File: src/rtl/el2_dec_dbg_cmd_ctl.sv
// Debug abstract-command sequencer: accepts one GPR/CSR command, waits for
// a halted core with an empty pipe, hands the command to the IB control for
// injection, then collects write-back completion into a single response.
//
// Ports:
//   clk, rst                 clock, asynchronous active-high reset
//   dbg_cmd_req_*            command request from the debug module
//   dec_tlu_dbg_halted       core is in debug halt
//   dec_pipe_empty           nothing in flight from D to WB
//   dec_debug_accept         injected instruction taken at decode
//   dbg_wb_done/fail/rddata  injected instruction completion at write-back
//   dbg_cmd_*                registered command toward the IB control
//   dec_dbg_ifu_hold         keeps IFU instructions out of decode
//   dbg_cmd_busy             sequencer is not idle
//   dbg_resp_*               response handshake back to the debug module
module el2_dec_dbg_cmd_ctl #(
    parameter int unsigned TIMEOUT = 255
) (
    input  logic        clk,
    input  logic        rst,
    input  logic        dbg_cmd_req_valid,
    output logic        dbg_cmd_req_ready,
    input  logic        dbg_cmd_req_write,
    input  logic [1:0]  dbg_cmd_req_type,
    input  logic [31:0] dbg_cmd_req_addr,
    input  logic [31:0] dbg_cmd_req_wdata,
    input  logic        dec_tlu_dbg_halted,
    input  logic        dec_pipe_empty,
    input  logic        dec_debug_accept,
    input  logic        dbg_wb_done,
    input  logic        dbg_wb_fail,
    input  logic [31:0] dbg_wb_rddata,
    output logic        dbg_cmd_valid,
    output logic        dbg_cmd_write,
    output logic [1:0]  dbg_cmd_type,
    output logic [31:0] dbg_cmd_addr,
    output logic [31:0] dbg_cmd_wrdata,
    output logic        dec_dbg_ifu_hold,
    output logic        dbg_cmd_busy,
    output logic        dbg_resp_valid,
    input  logic        dbg_resp_ready,
    output logic        dbg_resp_fail,
    output logic [1:0]  dbg_resp_code,
    output logic [31:0] dbg_resp_rddata
);

    localparam int unsigned CW = $clog2(TIMEOUT + 1);
    localparam logic [CW-1:0] TMO = CW'(TIMEOUT);

    localparam logic [1:0] RC_OK    = 2'd0;
    localparam logic [1:0] RC_UNSUP = 2'd1;
    localparam logic [1:0] RC_NHALT = 2'd2;
    localparam logic [1:0] RC_TMO   = 2'd3;

    typedef enum logic [2:0] {
        IDLE,
        WAIT_EMPTY,
        ISSUE,
        WAIT_DONE,
        RESP
    } state_e;

    state_e        state_q;
    logic [CW-1:0] cnt_q;
    logic [CW-1:0] cnt_d;
    logic          tmo_hit;

    logic          req_ready_q;
    logic          cmd_valid_q;
    logic          cmd_write_q;
    logic [1:0]    cmd_type_q;
    logic [31:0]   cmd_addr_q;
    logic [31:0]   cmd_wrdata_q;
    logic          hold_q;
    logic          resp_valid_q;
    logic          resp_fail_q;
    logic [1:0]    resp_code_q;
    logic [31:0]   resp_rddata_q;

    // Timeout fires on the edge where the running count would reach TIMEOUT,
    // so the response appears exactly TIMEOUT cycles after accept.
    assign cnt_d   = cnt_q + CW'(1);
    assign tmo_hit = (cnt_d == TMO);

    always_ff @(posedge clk or posedge rst) begin
        if (rst) begin
            state_q       <= IDLE;
            cnt_q         <= '0;
            req_ready_q   <= 1'b0;
            cmd_valid_q   <= 1'b0;
            cmd_write_q   <= 1'b0;
            cmd_type_q    <= 2'd0;
            cmd_addr_q    <= 32'd0;
            cmd_wrdata_q  <= 32'd0;
            hold_q        <= 1'b0;
            resp_valid_q  <= 1'b0;
            resp_fail_q   <= 1'b0;
            resp_code_q   <= RC_OK;
            resp_rddata_q <= 32'd0;
        end else begin
            unique case (state_q)
                IDLE: begin
                    // Ready comes up one cycle after reset or response.
                    req_ready_q <= 1'b1;
                    if (req_ready_q && dbg_cmd_req_valid) begin
                        req_ready_q  <= 1'b0;
                        cnt_q        <= '0;
                        cmd_write_q  <= dbg_cmd_req_write;
                        cmd_type_q   <= dbg_cmd_req_type;
                        cmd_addr_q   <= dbg_cmd_req_addr;
                        cmd_wrdata_q <= dbg_cmd_req_wdata;
                        if (dbg_cmd_req_type[1]) begin
                            // Memory and reserved types are rejected here.
                            state_q       <= RESP;
                            resp_valid_q  <= 1'b1;
                            resp_fail_q   <= 1'b1;
                            resp_code_q   <= RC_UNSUP;
                            resp_rddata_q <= 32'd0;
                        end else begin
                            state_q <= WAIT_EMPTY;
                            hold_q  <= 1'b1;
                        end
                    end
                end
                WAIT_EMPTY: begin
                    cnt_q <= cnt_d;
                    if (!dec_tlu_dbg_halted || tmo_hit) begin
                        state_q       <= RESP;
                        hold_q        <= 1'b0;
                        resp_valid_q  <= 1'b1;
                        resp_fail_q   <= 1'b1;
                        resp_code_q   <= dec_tlu_dbg_halted ? RC_TMO : RC_NHALT;
                        resp_rddata_q <= 32'd0;
                    end else if (dec_pipe_empty) begin
                        state_q     <= ISSUE;
                        cmd_valid_q <= 1'b1;
                    end
                end
                ISSUE: begin
                    cnt_q <= cnt_d;
                    if (tmo_hit) begin
                        state_q       <= RESP;
                        cmd_valid_q   <= 1'b0;
                        hold_q        <= 1'b0;
                        resp_valid_q  <= 1'b1;
                        resp_fail_q   <= 1'b1;
                        resp_code_q   <= RC_TMO;
                        resp_rddata_q <= 32'd0;
                    end else if (dec_debug_accept) begin
                        state_q     <= WAIT_DONE;
                        cmd_valid_q <= 1'b0;
                    end
                end
                WAIT_DONE: begin
                    cnt_q <= cnt_d;
                    // Completion takes priority over a coincident timeout.
                    if (dbg_wb_done) begin
                        state_q       <= RESP;
                        hold_q        <= 1'b0;
                        resp_valid_q  <= 1'b1;
                        resp_fail_q   <= dbg_wb_fail;
                        resp_code_q   <= dbg_wb_fail ? RC_NHALT : RC_OK;
                        resp_rddata_q <= (dbg_wb_fail || cmd_write_q) ?
                                         32'd0 : dbg_wb_rddata;
                    end else if (tmo_hit) begin
                        state_q       <= RESP;
                        hold_q        <= 1'b0;
                        resp_valid_q  <= 1'b1;
                        resp_fail_q   <= 1'b1;
                        resp_code_q   <= RC_TMO;
                        resp_rddata_q <= 32'd0;
                    end
                end
                RESP: begin
                    if (dbg_resp_ready) begin
                        state_q       <= IDLE;
                        req_ready_q   <= 1'b1;
                        resp_valid_q  <= 1'b0;
                        resp_fail_q   <= 1'b0;
                        resp_code_q   <= RC_OK;
                        resp_rddata_q <= 32'd0;
                    end
                end
                default: begin
                    state_q <= IDLE;
                end
            endcase
        end
    end

    assign dbg_cmd_req_ready = req_ready_q;
    assign dbg_cmd_valid     = cmd_valid_q;
    assign dbg_cmd_write     = cmd_write_q;
    assign dbg_cmd_type      = cmd_type_q;
    assign dbg_cmd_addr      = cmd_addr_q;
    assign dbg_cmd_wrdata    = cmd_wrdata_q;
    assign dec_dbg_ifu_hold  = hold_q;
    assign dbg_cmd_busy      = (state_q != IDLE);
    assign dbg_resp_valid    = resp_valid_q;
    assign dbg_resp_fail     = resp_fail_q;
    assign dbg_resp_code     = resp_code_q;
    assign dbg_resp_rddata   = resp_rddata_q;

endmodule

File: config.mk
export PLATFORM = sky130hd
export DESIGN_NAME = el2_dec_dbg_cmd_ctl
export DESIGN_NICKNAME = d
export VERILOG_FILES = /design/src/rtl/el2_dec_dbg_cmd_ctl.sv
export SDC_FILE = /design/constraint.sdc
export NUM_CORES = 1
export LEC_CHECK = 0
export CELL_PAD_IN_SITES_DETAIL_PLACEMENT = 0
export CELL_PAD_IN_SITES_GLOBAL_PLACEMENT = 2
export CORE_MARGIN = 4
export CORE_UTILIZATION = 24
export DETAILED_ROUTE_END_ITERATION = 8
export PLACE_DENSITY = 0.74
export SLEW_MARGIN = 0
export SYNTH_ARGS = -nofsm -noshare
export SYNTH_HDL_FRONTEND = slang
export SYNTH_SLANG_ARGS = --single-unit
File: constraint.sdc
create_clock -name clk -period 3.5 [get_ports clk]
set_input_delay 0.525 -clock clk [delete_from_list [all_inputs] [get_ports clk]]
set_output_delay 0.525 -clock clk [all_outputs]
set_load 0.02 [all_outputs]
# Yosys cells after proc, flatten, opt, wreduce, memory -nomap -nowiden

Index checks and enable logic that the tools add are counted.

Output and inout bits: 107
Input bits: 108
Logic and storage cells: 101
Flip-flop bits (word level): 117

Mux-type cells: 53
Reductions and logical operators: 19
Equality and inequality tests: 15
$add $sub $neg: 1

Operator list:

| operator                                                               | number |
|---|---|
| 32-bit 2-to-1 mux                                                      | 7 |
| 32-bit one-hot mux with 5 select lines                                 | 1 |
| 3-bit 2-to-1 mux                                                       | 9 |
| 1-bit 2-to-1 mux                                                       | 20 |
| 8-bit one-hot mux with 2 select lines                                  | 1 |
| 3-bit one-hot mux with 5 select lines                                  | 1 |
| 2-bit 2-to-1 mux                                                       | 7 |
| 2-bit != test (second input constant)                                  | 7 |
| 1-bit one-hot mux with 5 select lines                                  | 2 |
| 2-bit one-hot mux with 5 select lines                                  | 1 |
| 5-bit AND reduction                                                    | 2 |
| 3-bit != test (second input constant)                                  | 3 |
| 8-bit by 1-bit adder with 8-bit output (second input constant)         | 1 |
| 8-bit equality test (second input constant)                            | 1 |
| 8-bit 2-to-1 mux                                                       | 1 |
| 4-bit AND reduction                                                    | 2 |
| 3-bit by 2-bit equality test with 1-bit output (second input constant) | 2 |
| 2-bit AND reduction                                                    | 3 |
| 2-bit nonzero test                                                     | 3 |
| 5-bit nonzero test                                                     | 1 |
| 1-bit one-hot mux with 2 select lines                                  | 2 |
| 1-bit one-hot mux with 4 select lines                                  | 1 |
| 4-bit nonzero test                                                     | 1 |
| 3-bit by 1-bit equality test with 1-bit output (second input constant) | 1 |
| other kinds (7)                                                        | 8 |

# Depth between registers and ports, before layout

Gate-level depths: netlist of run 1.

Depth after elaboration: 5
Mapped depth: 8
Mapped depth without buffers: 7

# Worst setup path after synthesis of run 1

OpenSTA, ideal clock, no wires.

Kind: reg2reg
Start: register cnt_q[0]
End: register resp_rddata_q[10] (netlist: dbg_resp_rddata[10])
Path buffers: 1
Required time: 3.426 ns
Clock period less this slack: 1.847 ns
Arrival: 1.773 ns
Cell stages (with the launch flop): 8
Slack: 1.653 ns
Path through: dfrtp_1 > ha_1 > nand2b_1 > o21ai_0 > a31o_1 > a211o_4 > buf_12 > o21ai_2

Cells in the longest elaborated chain, start to end: 5
Elaborated cells on any way between the ends: 8

RTL lines:

| what                                                                          | RTL line | RTL |
|---|---|---|
| start, declared                                                               | 64       | `logic [CW-1:0] cnt_q;` |
| start signal, assigned                                                        | 126      | `cnt_q <= cnt_d;` |
| start signal, assigned                                                        | 140      | `cnt_q <= cnt_d;` |
| start signal, assigned                                                        | 155      | `cnt_q <= cnt_d;` |
| 8-bit by 1-bit adder with 8-bit output (*)                                    | 82       | `assign cnt_d = cnt_q + CW'(1);` |
| 8-bit equality test (*)                                                       | 83       | `assign tmo_hit = (cnt_d == TMO);` |
| 32-bit 2-to-1 mux or 1-bit logical OR (tied branches)                         | -        |  |
| 32-bit 2-to-1 mux or 2-bit != test (tied branches)                            | -        |  |
| 32-bit one-hot mux with 5 select lines or 5-bit AND reduction (tied branches) | -        |  |
| end signal, assigned                                                          | 163      | `resp_rddata_q <= (dbg_wb_fail \|\| cmd_write_q) ?` |
| end, declared                                                                 | 78       | `logic [31:0] resp_rddata_q;` |

Every way passes the cells marked *; elsewhere a longest branch is shown, timed or not.
A chain may end at the register's enable or synchronous reset.

# Final worst setup path of run 1

Start: register state_q[1]
End: output dbg_cmd_busy

Cells in the longest elaborated chain, start to end: 1

RTL lines:

| what                   | RTL line | RTL |
|---|---|---|
| start, declared        | 63       | `state_e state_q;` |
| start signal, assigned | 87       | `state_q <= IDLE;` |
| start signal, assigned | 114      | `state_q <= RESP;` |
| start signal, assigned | 120      | `state_q <= WAIT_EMPTY;` |
| 3-bit nonzero test     | 198      | `assign dbg_cmd_busy = (state_q != IDLE);` |
| end, declared          | 39       | `output logic dbg_cmd_busy,` |

Every way passes these cells.

==> results of run 1 <==
[worst max path at each step]
stage | from | slack, ns | endpoint
after detailed placement | cnt_q[0] | 1.11 | dbg_resp_rddata[30]
after floorplan | rst | 1.55 | cnt_q[0]
after CTS | state_q[1] | 0.95 | dbg_cmd_busy
after global placement | dbg_cmd_req_valid | 1.14 | cnt_q[4]
final | state_q[1] | 0.97 | dbg_cmd_busy
after global routing | state_q[1] | 0.88 | dbg_cmd_busy
[critical path: cells and delay by family, from the launching register on]
kind                   cells  cell delay [ns]
AND/OR/NAND/NOR            1             0.48
buffers and inverters      1             0.56
flip-flops                 1             0.56
[cell families (layout without fill, tap and decap cells)]
| logic type | count (synthesis) | count (layout) |
|---|---|---|
| xor gates and xnor gates | 4 | 4 |
| AOI/OAI and AO/OA | 107 | 107 |
| adders and majority gates | 2 | 2 |
| buffers and inverters | 30 | 257 |
| and+or+nand+nor | 94 | 94 |
| muxes | 70 | 70 |
| DFF | 117 | 117 |
[cell usage after synthesis, drive strengths merged]
master / count / area, sq um
o21ai: 46 / 343
clkbuf: 11 / 41.3
ha: 2 / 25.0
o31a: 1 / 8.76
or3b: 1 / 8.76
a41oi: 2 / 17.5
o21a: 1 / 7.51
nand2: 49 / 189
nand3b: 1 / 7.51
dfrtp: 117 / 2930
o41ai: 1 / 8.76
nand2b: 3 / 18.8
and2: 1 / 6.26
a22oi: 34 / 255
a31o: 1 / 8.76
or2: 2 / 12.5
a2111oi: 1 / 8.76
o211ai: 1 / 7.51
nor2b: 4 / 25.0
o31ai: 1 / 7.51
nand4b: 1 / 8.76
xnor2: 2 / 17.5
mux2: 68 / 766
a22o: 1 / 8.76
nand3: 10 / 55.1
nor3b: 1 / 7.51
nor2: 16 / 70.1
xor2: 2 / 17.5
a211o: 1 / 17.5
nor4b: 1 / 23.8
or3: 1 / 11.3
o22ai: 4 / 31.3
buf: 15 / 146
mux2i: 2 / 20.0
nor3: 2 / 10.0
a31oi: 1 / 6.26
o311ai: 1 / 8.76
inv: 4 / 15.0
and2b: 1 / 7.51
o211a: 1 / 10.0
a21oi: 9 / 45.0
[cell type report]
class | count | share of cell area
Timing Repair Buffer | 221 | 0.268
Tap cell | 275 | 0.0418
Multi-Input combinational cell | 277 | 0.256
Clock inverter | 13 | 0.0207
Sequential cell | 117 | 0.356
Clock buffer | 19 | 0.0550
Inverter | 4 | 0.00228
[sequential cells by signal, indices dropped and copies added, names as in the netlist]
| name | flops |
|---|---|
| dbg_cmd_addr | 32 |
| dbg_cmd_wrdata | 32 |
| dbg_resp_rddata | 32 |
| cnt_q | 8 |
| state_q | 3 |
| dbg_cmd_type | 2 |
| dbg_resp_code | 2 |
| dbg_cmd_req_ready | 1 |
| dbg_cmd_valid | 1 |
| dbg_cmd_write | 1 |
| dbg_resp_fail | 1 |
| dbg_resp_valid | 1 |
| dec_dbg_ifu_hold | 1 |
[per-layer routing]
metal | global-route usage | vias up | part of all wire | routed length [microns]
met5 | 0 | - | 0 | 0
met4 | 0.0363 | 0 | 0.011 | 180
met3 | 0.0596 | 18 | 0.087 | 1370
met2 | 0.218 | 131 | 0.50 | 7830
met1 | 0.153 | 2085 | 0.41 | 6420
li1 | - | 1969 | - | -
[placed cells by master, fill, tap and decap left out, types with 3 or more instances in the layout]
cell and count:
o21ai_2 30, buf_4 6, bufinv_16 3, o21ai_1 5, nor2b_1 3, inv_1 3, o22ai_1 3, clkinvlp_4 4
nor2_1 14, nand3_1 9, a22oi_1 34, clkbuf_16 17, clkinv_4 3, a21oi_1 9, clkdlybuf4s50_1 214, mux2_1 66
nand2_1 47, nand2b_1 3, dfrtp_1 117, inv_6 3, o21ai_0 11
[report_power, final]
group	total [mW]	switching (mW)	internal [mW]	leakage [nW]
Clock	1.82	0.657	1.17	0.297
Combinational	2.86	1.50	1.35	1.50
Sequential	2.16	0.323	1.83	1.46
==> metrics list, run 1 <==
- Outcome: finished clean
- Worst EP required: around 3.0 ns
- Summed over all layers, the routed wires come to 15,800 microns.
- For this design, the slowest cell found on the critical path is dfrtp_1.
- In this run the power density over the cells is 830 mW/mm^2.
- The first global-routing pass estimated around 25,000 microns of wire.
- Worst rel slew slack: 0.601
* Number of cells produced by synthesis: 424
* Via density: 4.54
- For this design, the CTS-stage hold fixing added 0 buffers.
- Cell variety after synth: 52
- After synthesis, the share of cell area in mux cells is 0.150.
- The worst hold path begins at dbg_cmd_wrdata[10].
* Combined area of the multi-input logic cells: approximately 0.0021 sq mm
- Static leakage: 3.26 nW
- Hold timing on the final database bottoms out at a slack of 0.484 ns.
- DRT Pass-1 Iters: 4
- Setup violations remaining at the end of the flow were counted as 0.
* Dpl ws: 1.11 ns
- Crit share post-route: 0.723
* Data arrival time of the critical path: 2.01 ns
* Count of endpoints failing hold in the final timing report: 0
- Kind of launch point of the worst setup path: flip-flop
- Share of the yosys chip area belonging to registers: 0.559
* Worst Reg2Reg Path Length in Cells: 7
- Setup TNS Final: 0 ns
- Gates resized during post-CTS repair numbered 0.
- Count of yosys warnings during synthesis: 0
- Hold worst-path end: dbg_cmd_wrdata[10]
- Root Buffer Master: clkbuf_16
- The min-delay analysis places its worst path in the category flip-flop to flip-flop.
* Type of the worst setup path: flip-flop to output port
* Total Power Consumption: roughly 6.8 mW
* FF-to-FF End: dbg_resp_rddata[30]
- The clock arrives with 0.00884 ns of skew.
- Static timing analysis puts the maximum clock frequency at 0.395 GHz.
- Antenna-violating nets left: 0
- The H-tree was split into 4 levels.
* Number of core rows: 53
- The detailed router placed 4,203 vias in this run.
* Worst Hold Path Cells: 1
* Fin nets: between 700 and 800
- Input and output buffers added on the ports amount to approximately 210.
* Core footprint: 0.0212 sq mm
- In this design, the stage delay of the slowest critical-path cell is 0.56 ns.
- HPWL after detailed placement: 11,600 microns
- Number of fillers in the final layout: ~2,100
* Post-detailed-route DRC marker count: 0
* Total GRT Usage: 0.131
- Starting utilization of the core area: 0.247
- Flop2flop setup slack: 1.15 ns
* Number of antenna violations at the first check in global routing: 0
* Flip-flop and latch count after synthesis: between 100 and 150
* Peak supply drop: 0.000452 V
- After global routing the overflow that remains totals 0.
* Max cap viols: 0
- Registers take 0.00293 sq mm.
- Number of buffers added by the clock tree synthesis step: 17
- Clock latency on the worst-skew pair: a little over 0.4 ns
- Crit path time final: about 2.5 ns
- Fraction of the core area covered by cells at the end of the flow: 0.388
* Total cell area at the placement stage: 0.00761 sq mm
* Placed cells: 894
* Xor/xnor share of the synthesized area: 0.00669
- Synth Area in Simple Gates: 0.0881
* Number of I/O pins: roughly 220
- The area fraction in compound gates after synthesis was 0.153.
* Die Footprint: 0.0243 sq mm
- After the flow finishes, the layout carries non-filler instances totaling 926.
- Of the cells placed in the final design, the portion with a size suffix greater than 1 is 0.129.
- Count of buffers added by post-CTS timing repair for setup: 0
- GPL Wtd Cong: 0.745
* Floorplan die width: 156 microns
- The longest clock path from root to sink contains 2 buffers.
* Largest fanout on the critical path: 16
- Vert. Die Dim: approximately 160 microns
* Final worst setup slack: 0.968 ns
- After clock tree synthesis, the clock-pin slew on the worst setup and hold paths is 0.06 ns.
- Final instance area: 0.00823 sq mm
- Combinational family with the most area after synthesis: compound AO/OA/AOI/OAI gates
- Adder and majority gate portion of the synthesized area: 0.00478
* Startpoint of the worst-slack reg-to-reg timing path: cnt_q[0]
- Averaged over all synthesized cells, the footprint is between 10 and 15 sq um.
* Clock Sinks: about 120
* Post-Syn Area: 0.00524 sq mm
- Actual transition at the worst max-transition pin: 0.598 ns
- Dividing the detail-routed wire length by the instance count gives between 15 and 20 microns.
- The worst setup path is captured at an output port.
- The via count of the first global-routing pass is 4,500.
* Sequence of cells on the critical path: or3_4 -> clkdlybuf4s50_1
* Largest net degree at the start of global routing: 65
- Synthesized netlist net count: between 500 and 600
- Signed area change from the synthesized netlist to the final layout: 57.1%
- CTS tree: done
- Max-slew violation total from the final report: 0
* Starting DRC count in detailed routing: approximately 150
* RSZ-0062 raised after global routing: false
- Diodes inserted: 0
Power figures use the tool's default switching activity.
==> run 2: changes to the inputs <==
--- a/config.mk
+++ b/config.mk
@@ -8,9 +8,9 @@
 export CELL_PAD_IN_SITES_DETAIL_PLACEMENT = 0
 export CELL_PAD_IN_SITES_GLOBAL_PLACEMENT = 2
 export CORE_MARGIN = 4
-export CORE_UTILIZATION = 24
+export CORE_UTILIZATION = 27
 export DETAILED_ROUTE_END_ITERATION = 8
-export PLACE_DENSITY = 0.74
+export PLACE_DENSITY = 0.79
 export SLEW_MARGIN = 0
 export SYNTH_ARGS = -nofsm -noshare
 export SYNTH_HDL_FRONTEND = slang
==> constraint.sdc (replaced) <==
create_clock -name clk -period 2.5 [get_ports clk]
set_input_delay 0.375 -clock clk [delete_from_list [all_inputs] [get_ports clk]]
set_output_delay 0.375 -clock clk [all_outputs]
set_load 0.02 [all_outputs]
==> metrics list, run 2 (synthesized netlist as in run 1, its figures left out) <==
- Outcome: finished clean
- In this run the standard cell core region covers around 0.019 sq mm.
- Starting DRC count in detailed routing: 150
- Starting utilization of the core area: 0.277
- Clock H-tree levels: 4
* DRT Pass-1 Iters: 4
* Max-slew violation total from the final report: 0
- Final setup violating endpoints: 0
- The number of antenna violations at the first check in global routing was 1.
* Total length of routed wires: 15,600 microns
* Share of post-route cells with drive strength above 1: 0.135
- In this design, the stage delay of the slowest critical-path cell is a little under 0.6 ns.
- Entering global routing, the biggest net connects 47 pins.
- Commonest non-fill, non-tap cells in the layout: clkdlybuf4s50_1 (214), dfrtp_1 (117), mux2_1 (66)
* Kind of launch point of the worst setup path: flip-flop
- Summed over all layers, the global routing overflow is 0.
- Diodes inserted: 0
- Count of buffers added by post-CTS timing repair for setup: 0
* Number of core rows: 50
- Relative to the synthesized area, the layout overhead comes to 58.1%.
- Antenna-violating nets left: 0
- STA puts the critical path data required time at 2.12 ns.
- Hold_buf cts: 0
- Fin nets: 755
- Traced cell by cell, the critical path runs through or3_4 -> clkdlybuf4s50_1.
- Once detailed placement completed, the half-perimeter wirelength came to 11,600 microns.
* Setup TNS Final: 0 ns
- Headroom to the max-slew limit came out at 0.602.
- The tightest min-delay check is of the input port to async pin type.
- Number of gates resized after CTS: 0
- Of all nets on the critical path, the largest fanout is 16.
- Total GRT Usage: 0.147
- Clock-pin slew was measured on the worst setup and hold paths at approximately 0.060 ns.
* Data arrival time of the critical path: 2.02 ns
- During I/O placement, the number of pins put on the boundary was 215.
* Clock tree buffer depth: 2
- Static leakage: 3.29 nW
* Max Clock Freq: 0.417 GHz
- Counting both buffers and inverters, the worst setup path holds a total of 1.
* Actual transition at the worst max-transition pin: 0.597 ns
- Count of endpoints failing hold in the final timing report: 0
- Die Footprint: 0.0217 sq mm
- The tree built by TritonCTS fans out to 117 sinks.
* Vert. Die Dim: 147 microns
- Grouping stages by cell kind, the critical path spends the most delay in buffers and inverters.
- Fraction of the core area covered by cells at the end of the flow: 0.438
- Critical path capture point type: output port
* Clock latency on the worst-skew pair: 0.41 ns
- Via count: 4,206
- IR analysis of the VDD net gives a maximum drop of 0.000661 V.
* Number of fillers in the final layout: 1,768
- The tree is rooted in a clkbuf_16.
- First-pass GRT wire length: 25,300 microns
- For this design the ratio of total power to cell area is about 1200 mW/mm^2.
* GPL Wtd Cong: 0.772
* Cell with the largest stage delay on the worst path: clkdlybuf4s50_1
- After detailed routing, the average wire length per cell comes to 17.0 microns.
* Final clock skew: 0.00969 ns
- Sequential cell area: roughly 0.003 sq mm
- Crit share post-route: 0.958
- CTS tree: done
* Type of the worst setup path: flip-flop to output port
- After detailed routing, the number of remaining DRC violations is 0.
- Max cap viols: 0
- Crit path time final: 2.40 ns
- After detailed routing, the number of vias per cell comes to 4.58.
- Most common cell after layout, fill and taps aside: clkdlybuf4s50_1
- The via count of the first global-routing pass came to 4,612.
- RSZ-0062 raised after global routing: false
- In the final layout, the multi-input gates occupy 0.00211 sq mm.
- From left edge to right edge, the die measures ~150 microns.
* Number of buffers added by the clock tree synthesis step: 17
- The count of buffers added on input and output ports is 214.
run 2: routing by layer:
metal | GRT usage | routed length, microns
met5 | 0 | 11
met4 | 0.0471 | 207
met3 | 0.0716 | 1550
met2 | 0.244 | 7650
met1 | 0.167 | 6160
run 2: path summary, 6_finish.rpt:
path,startpoint,endpoint,slack [ns],depth (start not counted)
worst max-delay path,state_q[1],dbg_cmd_busy,0.10,2
worst min-delay path,rst,dbg_cmd_wrdata[1],0.44,3
worst max register to register,cnt_q[0],dbg_resp_rddata[8],0.34,8
worst min register to register,dbg_cmd_wrdata[9],dbg_cmd_wrdata[9],0.48,1
max in group asynchronous,rst,dbg_resp_rddata[15],1.58,3
min in group clk,dbg_cmd_wrdata[9],dbg_cmd_wrdata[9],0.48,1
run 2: worst register-to-register path, stage by stage, from the launching register on:
cell	delay (ns)
dfrtp_1	0.45
inv_1	0.09
ha_1	0.14
nand3_1	0.10
or3b_1	0.40
o22ai_2	0.21
a211o_4	0.33
buf_4	0.24
o21ai_2	0.08
run 2: area by class of cell:
type | count | share of cell area
Sequential cell | 117 | 0.354
Inverter | 4 | 0.00227
Multi-Input combinational cell | 277 | 0.255
Tap cell | 260 | 0.0393
Timing Repair Buffer | 228 | 0.274
Clock inverter | 12 | 0.0216
Clock buffer | 20 | 0.0539
run 2: per-stage QoR:
stage / cell area (sq um) / setup WS (ns) / hold slack (ns) / total power, mW / std cells
floorplan: 5240 / 0.653 / 0.509 / 5.26 / 424
global route: 8280 / 0.0261 / 0.468 / 10.2 / 918
finish: 8280 / 0.104 / 0.439 / 9.68 / 918
global placement: 7650 / 0.332 / 0.466 / 7.11 / 886
detailed placement: 7650 / 0.291 / 0.474 / 7.18 / 886
CTS: 8280 / 0.0863 / 0.433 / 9.85 / 918
run 2: power by group:
part / leakage [nW] / internal [mW] / total (mW) / switching, mW
combinational: 1.54 / 1.97 / 4.10 / 2.12
sequential: 1.46 / 2.57 / 3.00 / 0.437
clock: 0.296 / 1.69 / 2.58 / 0.885
